`config.mk`:
```
export PLATFORM = sky130hd
export DESIGN_NAME = shared_reg_arb
export DESIGN_NICKNAME = d
export VERILOG_FILES = /design/src/rtl/shared_reg_arb.sv
export SDC_FILE = /design/constraint.sdc
export NUM_CORES = 1
export LEC_CHECK = 0
export ABC_AREA = 1
export BUFFER_PORTS_ARGS = -buffer_cell sky130_fd_sc_hd__buf_4
export CAP_MARGIN = 20
export CORE_UTILIZATION = 45
export CTS_CLUSTER_SIZE = 40
export DETAILED_ROUTE_END_ITERATION = 7
export PLACE_DENSITY = 0.82
export SLEW_MARGIN = 20
export SYNTH_ARGS = -nofsm -noshare
export SYNTH_HDL_FRONTEND = slang
export SYNTH_SLANG_ARGS = --single-unit
```
`constraint.sdc`:
```
create_clock -name ck -period 1.5 [get_ports ck]
set_clock_uncertainty 0.1 [all_clocks]
set_input_delay 0.225 -clock ck [delete_from_list [all_inputs] [get_ports ck]]
set_output_delay 0.225 -clock ck [all_outputs]
set_load 0.05 [all_outputs]
```
`src/rtl/shared_reg_arb.sv`:
```
// shared_reg_arb
//   Round-robin arbiter/sequencer sharing one loadable N-bit register among
//   four requesters. A winner is picked in IDLE, its data is captured into a
//   hold register, written to the shared register at the end of LOAD and
//   acknowledged with a one-cycle pulse in ACK. All state changes on the
//   falling edge of ck.
//
// Ports
//   ck      in   clock, falling-edge active
//   rst     in   synchronous reset, active-high
//   req     in   [3:0]    request lines, bit i = requester i
//   d       in   [4*N-1:0] requester data, requester i owns d[i*N +: N]
//   ack     out  [3:0]    one-hot ack pulse to the granted requester
//   q       out  [N-1:0]  shared register contents
//   load    out  load strobe to the shared register (high in LOAD)
//   busy    out  high in GRANT, LOAD and ACK
//   gnt_id  out  [1:0]    index of the current or most recent grant
module shared_reg_arb #(
  parameter int N = 4
) (
  input  logic           ck,
  input  logic           rst,
  input  logic [3:0]     req,
  input  logic [4*N-1:0] d,
  output logic [3:0]     ack,
  output logic [N-1:0]   q,
  output logic           load,
  output logic           busy,
  output logic [1:0]     gnt_id
);

  typedef enum logic [1:0] {
    IDLE  = 2'd0,
    GRANT = 2'd1,
    LOAD  = 2'd2,
    ACK   = 2'd3
  } state_t;

  state_t         state;
  state_t         state_nxt;
  logic [1:0]     ptr;
  logic [N-1:0]   hold;
  logic [1:0]     winner;

  // First set request bit searching ptr, ptr+1, ... mod 4. The search runs
  // from the farthest offset down so the nearest set bit is the last write.
  function automatic logic [1:0] pick_winner(input logic [3:0] r,
                                             input logic [1:0] p);
    logic [1:0] idx;
    logic [1:0] w;
    w = p;
    for (int i = 3; i >= 0; i--) begin
      idx = p + 2'(i);
      if (r[idx]) w = idx;
    end
    return w;
  endfunction

  assign winner = pick_winner(req, ptr);

  always_comb begin
    state_nxt = state;
    case (state)
      IDLE:    if (|req) state_nxt = GRANT;
      GRANT:   state_nxt = LOAD;
      LOAD:    state_nxt = ACK;
      ACK:     state_nxt = IDLE;
      default: state_nxt = IDLE;
    endcase
  end

  always_ff @(negedge ck) begin
    if (rst) begin
      state  <= IDLE;
      ptr    <= 2'd0;
      gnt_id <= 2'd0;
      hold   <= '0;
      q      <= '0;
    end else begin
      state <= state_nxt;
      // Data is captured only here; later changes on d/req are ignored.
      if (state == IDLE && |req) begin
        gnt_id <= winner;
        hold   <= d[int'(winner)*N +: N];
      end
      if (state == LOAD) q <= hold;
      if (state == ACK) ptr <= gnt_id + 2'd1;
    end
  end

  // Outputs decode registered state only; req has no path to them.
  always_comb begin
    ack = 4'b0000;
    if (state == ACK) ack[gnt_id] = 1'b1;
  end

  assign load = (state == LOAD);
  assign busy = (state != IDLE);

endmodule

```
==> results of run 1 <==
## per-stage QoR
stage | worst slack [ps] | instance area [µm²]
2_1_floorplan | -560 | 1260
3_3_place_gp | -803 | 1660
4_1_cts | -802 | 2130
3_5_place_dp | -866 | 1660
## synthesized netlist by cell type
cell	count	area, µm²
sky130_fd_sc_hd__nand3_4	1	17.5
sky130_fd_sc_hd__buf_6	1	11.3
sky130_fd_sc_hd__nor2_2	1	6.26
sky130_fd_sc_hd__nand2_4	2	22.5
sky130_fd_sc_hd__clkbuf_1	1	3.75
sky130_fd_sc_hd__nor2_1	13	48.8
sky130_fd_sc_hd__nand3_2	1	10.0
sky130_fd_sc_hd__dfxtp_1	14	280
sky130_fd_sc_hd__a21oi_1	8	40.0
sky130_fd_sc_hd__nand3_1	18	90.1
sky130_fd_sc_hd__nand2_2	6	37.5
sky130_fd_sc_hd__inv_1	35	131
sky130_fd_sc_hd__o21ai_1	3	15.0
sky130_fd_sc_hd__o21ai_0	6	30.0
sky130_fd_sc_hd__nand3b_1	6	45.0
sky130_fd_sc_hd__o21ai_2	1	8.76
sky130_fd_sc_hd__nand2_1	49	184
sky130_fd_sc_hd__nand4_1	1	6.26
sky130_fd_sc_hd__inv_2	4	15.0
sky130_fd_sc_hd__nor2_4	1	11.3
sky130_fd_sc_hd__ha_1	7	87.6
## cells by family after synthesis
| kind of cell | count (synthesis) | synth area share (%) |
|---|---|---|
| flops | 14 | 25.4 |
| simple gates | 99 | 43.5 |
| fa+ha+maj | 7 | 7.95 |
| buf+inv | 41 | 14.6 |
| compound gates | 18 | 8.51 |
## repair_timing
| item | 4_1_cts |
|---|---|
| cloned | 1 |
| buffers inserted | 12 |
| setup endpoints to repair | 19 |
| pin swaps | 20 |
| gates resized for setup | 73 |
| endpoints found under the hold margin | 0 |
==> implementation parameters, run 1 <==
Parameter                              Value

Status
  Status ... aborted with a tool error
  Fail Step ... global routing
  First Err ... [ERROR DPL-0038] Utilization greater than 100%, impossible to legalize

Clock tree
  Number of buffers inserted by hold repair at cts ... 0
  Worst-case clock buffer depth ... 2
  Count of H-tree levels built during CTS ... 1
  Clk sink count ... 14
  Number of buffers added by the clock tree synthesis step ... 3
  Root Driver ... sky130_fd_sc_hd__clkbuf_4

Timing
  GR repair worst EP ... ack[0]
  Worst End Pin Type ... primary output

Synthesis
  Synthesized area divided by synthesized cell count ... 6.16 µm²
  Synthesized instance count ... 179
  Post-synthesis cell area ... 1100 µm²
  Netlist cell types ... 21
  Total of flip-flops plus latches after synthesis ... 14
  Post-Syn Nets ... approximately 210
  Number of synthesis warnings ... 0
  Sequential area share after synthesis ... 25.4%

Place
  Total half-perimeter wirelength after legalization and detailed placement ... about 2200 µm
  Placed cells ... about 260
  Final RePlAce weighted congestion ... 0.911
  Port buffer count ... 33

GRT
  Maximum number of pins on one net before global-route repair ... 9

Floorplanning
  Die X-Extent ... around 50 µm
  Starting utilization of the core area ... between 40% and 50%
  Die height ... 51.5 µm
  Ports ... 34
  Cell row count ... 17
==> inputs of run 2 (changes only) <==
--- a/config.mk
+++ b/config.mk
@@ -8,10 +8,10 @@
 export ABC_AREA = 1
 export BUFFER_PORTS_ARGS = -buffer_cell sky130_fd_sc_hd__buf_4
 export CAP_MARGIN = 20
-export CORE_UTILIZATION = 45
-export CTS_CLUSTER_SIZE = 40
+export CORE_AREA = 2 2 63 65
 export DETAILED_ROUTE_END_ITERATION = 7
-export PLACE_DENSITY = 0.82
+export DIE_AREA = 0 0 65 67
+export PLACE_DENSITY_LB_ADDON = 0.15
 export SLEW_MARGIN = 20
 export SYNTH_ARGS = -nofsm -noshare
 export SYNTH_HDL_FRONTEND = slang
==> constraint.sdc (replaced) <==
create_clock -name ck -period 1.95 [get_ports ck]
set_clock_uncertainty 0.1 [all_clocks]
set_input_delay 0.2925 -clock ck [delete_from_list [all_inputs] [get_ports ck]]
set_output_delay 0.2925 -clock ck [all_outputs]
set_load 0.05 [all_outputs]
==> run 2 against run 1 <==
  * The flow now finishes, with violations (setup timing)
  * Synthesized area unchanged
  * Synthesized cell count did not move
==> implementation parameters, run 2 <==
Parameter                              Value

Status
  Status ... complete, but fails checks
  Violated checks ... setup timing

Clock tree
  Clk sink count ... 14 (unchanged)
  Count of H-tree levels built during CTS ... 1 (unchanged)
  Number of buffers inserted by hold repair at cts ... 0 (unchanged)
  TritonCTS clock tree ... built
  Number of buffers added by the clock tree synthesis step ... 3 (unchanged)
  Worst-case clock buffer depth ... 2 (unchanged)
  Clock latency at the later pin of the worst-skew pair ... 330 ps
  Clock-pin slew on the worst setup and hold paths ... ~40 ps
  Root Driver ... sky130_fd_sc_hd__clkbuf_8

Floorplanning
  Ports ... 34 (unchanged)
  Die height ... 67 µm (+30%)
  Core Footprint ... 3610 µm²
  Starting utilization of the core area ... 30.6% (-18 points)
  Die Outline Area ... between 4000 and 5000 µm²
  Cell row count ... 22 (+5)
  Die X-Extent ... 65 µm (+26%)

Timing
  Number of hold violations in the final report ... 0
  Slew @ Worst Pin ... 297 ps
  Unrepaired setup endpoints after global routing ... yes
  Final Max Slew Viols ... 0
  Total setup violations reported at the end of the flow ... 18
  Final setup margin ... -619 ps
  Normalized max-slew margin ... between 80% and 90%
  Total Negative Setup Slacks ... -6730 ps

Synthesis
  Netlist cell types ... 21 (unchanged)
  Post-synth top area share ... 25.4% (unchanged)
  Synthesized area divided by synthesized cell count ... 6.16 µm² (unchanged)
  Sequential area share after synthesis ... 25.4% (unchanged)
  Post-synthesis cell area ... 1100 µm² (unchanged)
  Number of synthesis warnings ... 0 (unchanged)
  Number of enable-type register cells in the synthesized netlist ... 0 (unchanged)
  Total of flip-flops plus latches after synthesis ... 14 (unchanged)
  Most numerous cell in the Yosys netlist ... sky130_fd_sc_hd__nand2_1
  Area leader, netlist ... sky130_fd_sc_hd__dfxtp_1
  Commonest register cell after synthesis ... sky130_fd_sc_hd__dfxtp_1
  Post-Syn Nets ... 208 (unchanged)
  Commonest cells in the netlist ... sky130_fd_sc_hd__nand2_1 (49), sky130_fd_sc_hd__inv_1 (35), sky130_fd_sc_hd__nand3_1 (18)
  Cells taking the most area after synthesis ... sky130_fd_sc_hd__dfxtp_1 (25%), sky130_fd_sc_hd__nand2_1 (17%), sky130_fd_sc_hd__inv_1 (12%)
  Proportion of synthesized flip-flops having asynchronous set or reset ... 0% (unchanged)
  Synthesized instance count ... 179 (unchanged)

Drt
  Final wirelength ... 3380 µm
  Remaining antenna violation count after routing ... 0
  Drt first pass iters ... 4
  Routed wire length per instance ... around 11 µm
  Met1 layer wirelength in the final routing ... 1460 µm
  Sum of met3 wire segment lengths after detailed routing ... 146 µm
  Top sig layer ... met4
  Detailed-routed wire length on met2 ... between 1500 and 2000 µm
  DRC Markers ... 0
  Routed vias ... around 1,400
  Via-per-instance ratio ... roughly 4.5
  Drt first-iter violations ... 31

GRT
  Initial antenna violation count ... 0
  Maximum number of pins on one net before global-route repair ... 10
  Vias in the first global route ... 1,347
  Congestion Overflow GR ... 0
  Gr usage total ... 15.3%
  Global-route wire length before repair ... 5370 µm

Setup path
  Signal arrival time at the worst endpoint ... 2180 ps
  Worst setup path category ... reg -> out
  Crit end category ... output pin
  Required time worst endpoint ... 1560 ps
  Element type at the critical path start ... flop
  Worst-path maximum fanout ... 5

Final layout
  Final cell utilization of the core ... between 60 and 70%
  Layout filler cell count ... around 330
  Final std cells w/o fill ... about 300
  # diodes ... 0
  Area growth, synth to finish ... 100%
  Post-layout nets ... 285
  Share of final-layout standard cells stronger than drive strength 1 ... 57.6%
  Area of all placed cells without fillers ... around 2200 µm²
  Most frequent cells in the layout ... sky130_fd_sc_hd__buf_4 (40), sky130_fd_sc_hd__inv_1 (35), sky130_fd_sc_hd__nand2_1 (28), sky130_fd_sc_hd__nand2_4 (17), sky130_fd_sc_hd__nand2_2 (14)
  Most common cell after layout, fill and taps aside ... sky130_fd_sc_hd__buf_4
  Regs by FF count ... hold: 4 flops, q: 4 flops

Power and ir drop
  Leakage ... 1.16 nW
  Maximum ir drop on the vdd rail ... ~390 µV
  Areal power density over the cells ... 1030 nW/µm²

Place
  Port buffer count ... 33 (unchanged)
  Placed cells ... 275 (+7.0%)
  Post-placement worst setup slack ... -684 ps (+182 ps)
  Area after detailed placement ... 1660 µm² (unchanged)
  Total half-perimeter wirelength after legalization and detailed placement ... 2240 µm (+2.7%)
  Final RePlAce weighted congestion ... 0.892 (-2.1%)

Worst hold path
  Worst hold path class ... reg -> reg

Flow run
  Max cap viols ... 0
## run 2: cell counts after synthesis
No cell type changed its count.
## run 2: routing by layer
layer	vias up	GRT usage (%)
li1	710	-
met1	612	19.2
met2	41	25.6
met3	6	4.05
met4	0	4.26
met5	-	0
## run 2: worst paths after layout
path / slack (ps) / startpoint / cells after the start / to
max: -620 / gnt_id[0]$_SDFFE_NP0P_ / 5 / ack[2]
min: 350 / hold[0]$_SDFFE_NP0P_ / 2 / q[0]$_SDFFE_NP0P_
max reg2reg: 130 / ptr[0]$_SDFFE_NP0P_ / 12 / hold[0]$_SDFFE_NP0P_
min reg2reg: 350 / hold[0]$_SDFFE_NP0P_ / 2 / q[0]$_SDFFE_NP0P_
## run 2: cell families (layout without fill, tap and decap cells)
kind of cell    count (synthesis)  count (layout)  synth area share (%)
simple gates                   99             102                  43.5
buf+inv                        41             114                  14.6
compound gates                 18              18                  8.51
flops                          14              14                  25.4
fa+ha+maj                       7               7                  7.95
## run 2: power by group
group          switching (W)  total [W]  internal [W]
Clock               0.000179   0.000357      0.000179
Sequential         0.0000892   0.000480      0.000391
Combinational       0.000805    0.00143      0.000628
Total                0.00107    0.00227       0.00120
## run 2: what timing repair did
| action | in CTS | in global routing |
|---|---|---|
| resized for setup | 51 | 39 |
| buffers inserted | 4 | 4 |
| setup endpoints to repair | 18 | 18 |
| endpoints found under the hold margin | 0 | 0 |
| pin swaps | 25 | 24 |
| cloned | 3 | 0 |
## run 2: cell type report
cell class | count | area (µm²) | area share (%)
Multi-Input combinational cell | 127 | 980 | 44.3
Timing Repair Buffer | 58 | 561 | 25.4
Sequential cell | 14 | 300 | 13.6
Inverter | 38 | 210 | 9.51
Tap cell | 48 | 60.1 | 2.72
Clock inverter | 15 | 57.6 | 2.60
Clock buffer | 3 | 41.3 | 1.87
## run 2: worst max-delay path: stages (launching register included)
cell	delay [ps]
sky130_fd_sc_hd__dfxtp_4	380
sky130_fd_sc_hd__inv_4	60
sky130_fd_sc_hd__ha_4	160
sky130_fd_sc_hd__nand2_4	60
sky130_fd_sc_hd__clkinvlp_4	90
sky130_fd_sc_hd__buf_8	150
## run 2: metrics by stage
stage / hold slack, ps / power (W)
after global routing: 395 / 0.00245
after floorplan: 326 / 0.00123
after CTS: 356 / 0.00213
after detailed placement: 353 / 0.00156
final: 353 / 0.00227
after global placement: 346 / 0.00156
Power figures use the tool's default switching activity.
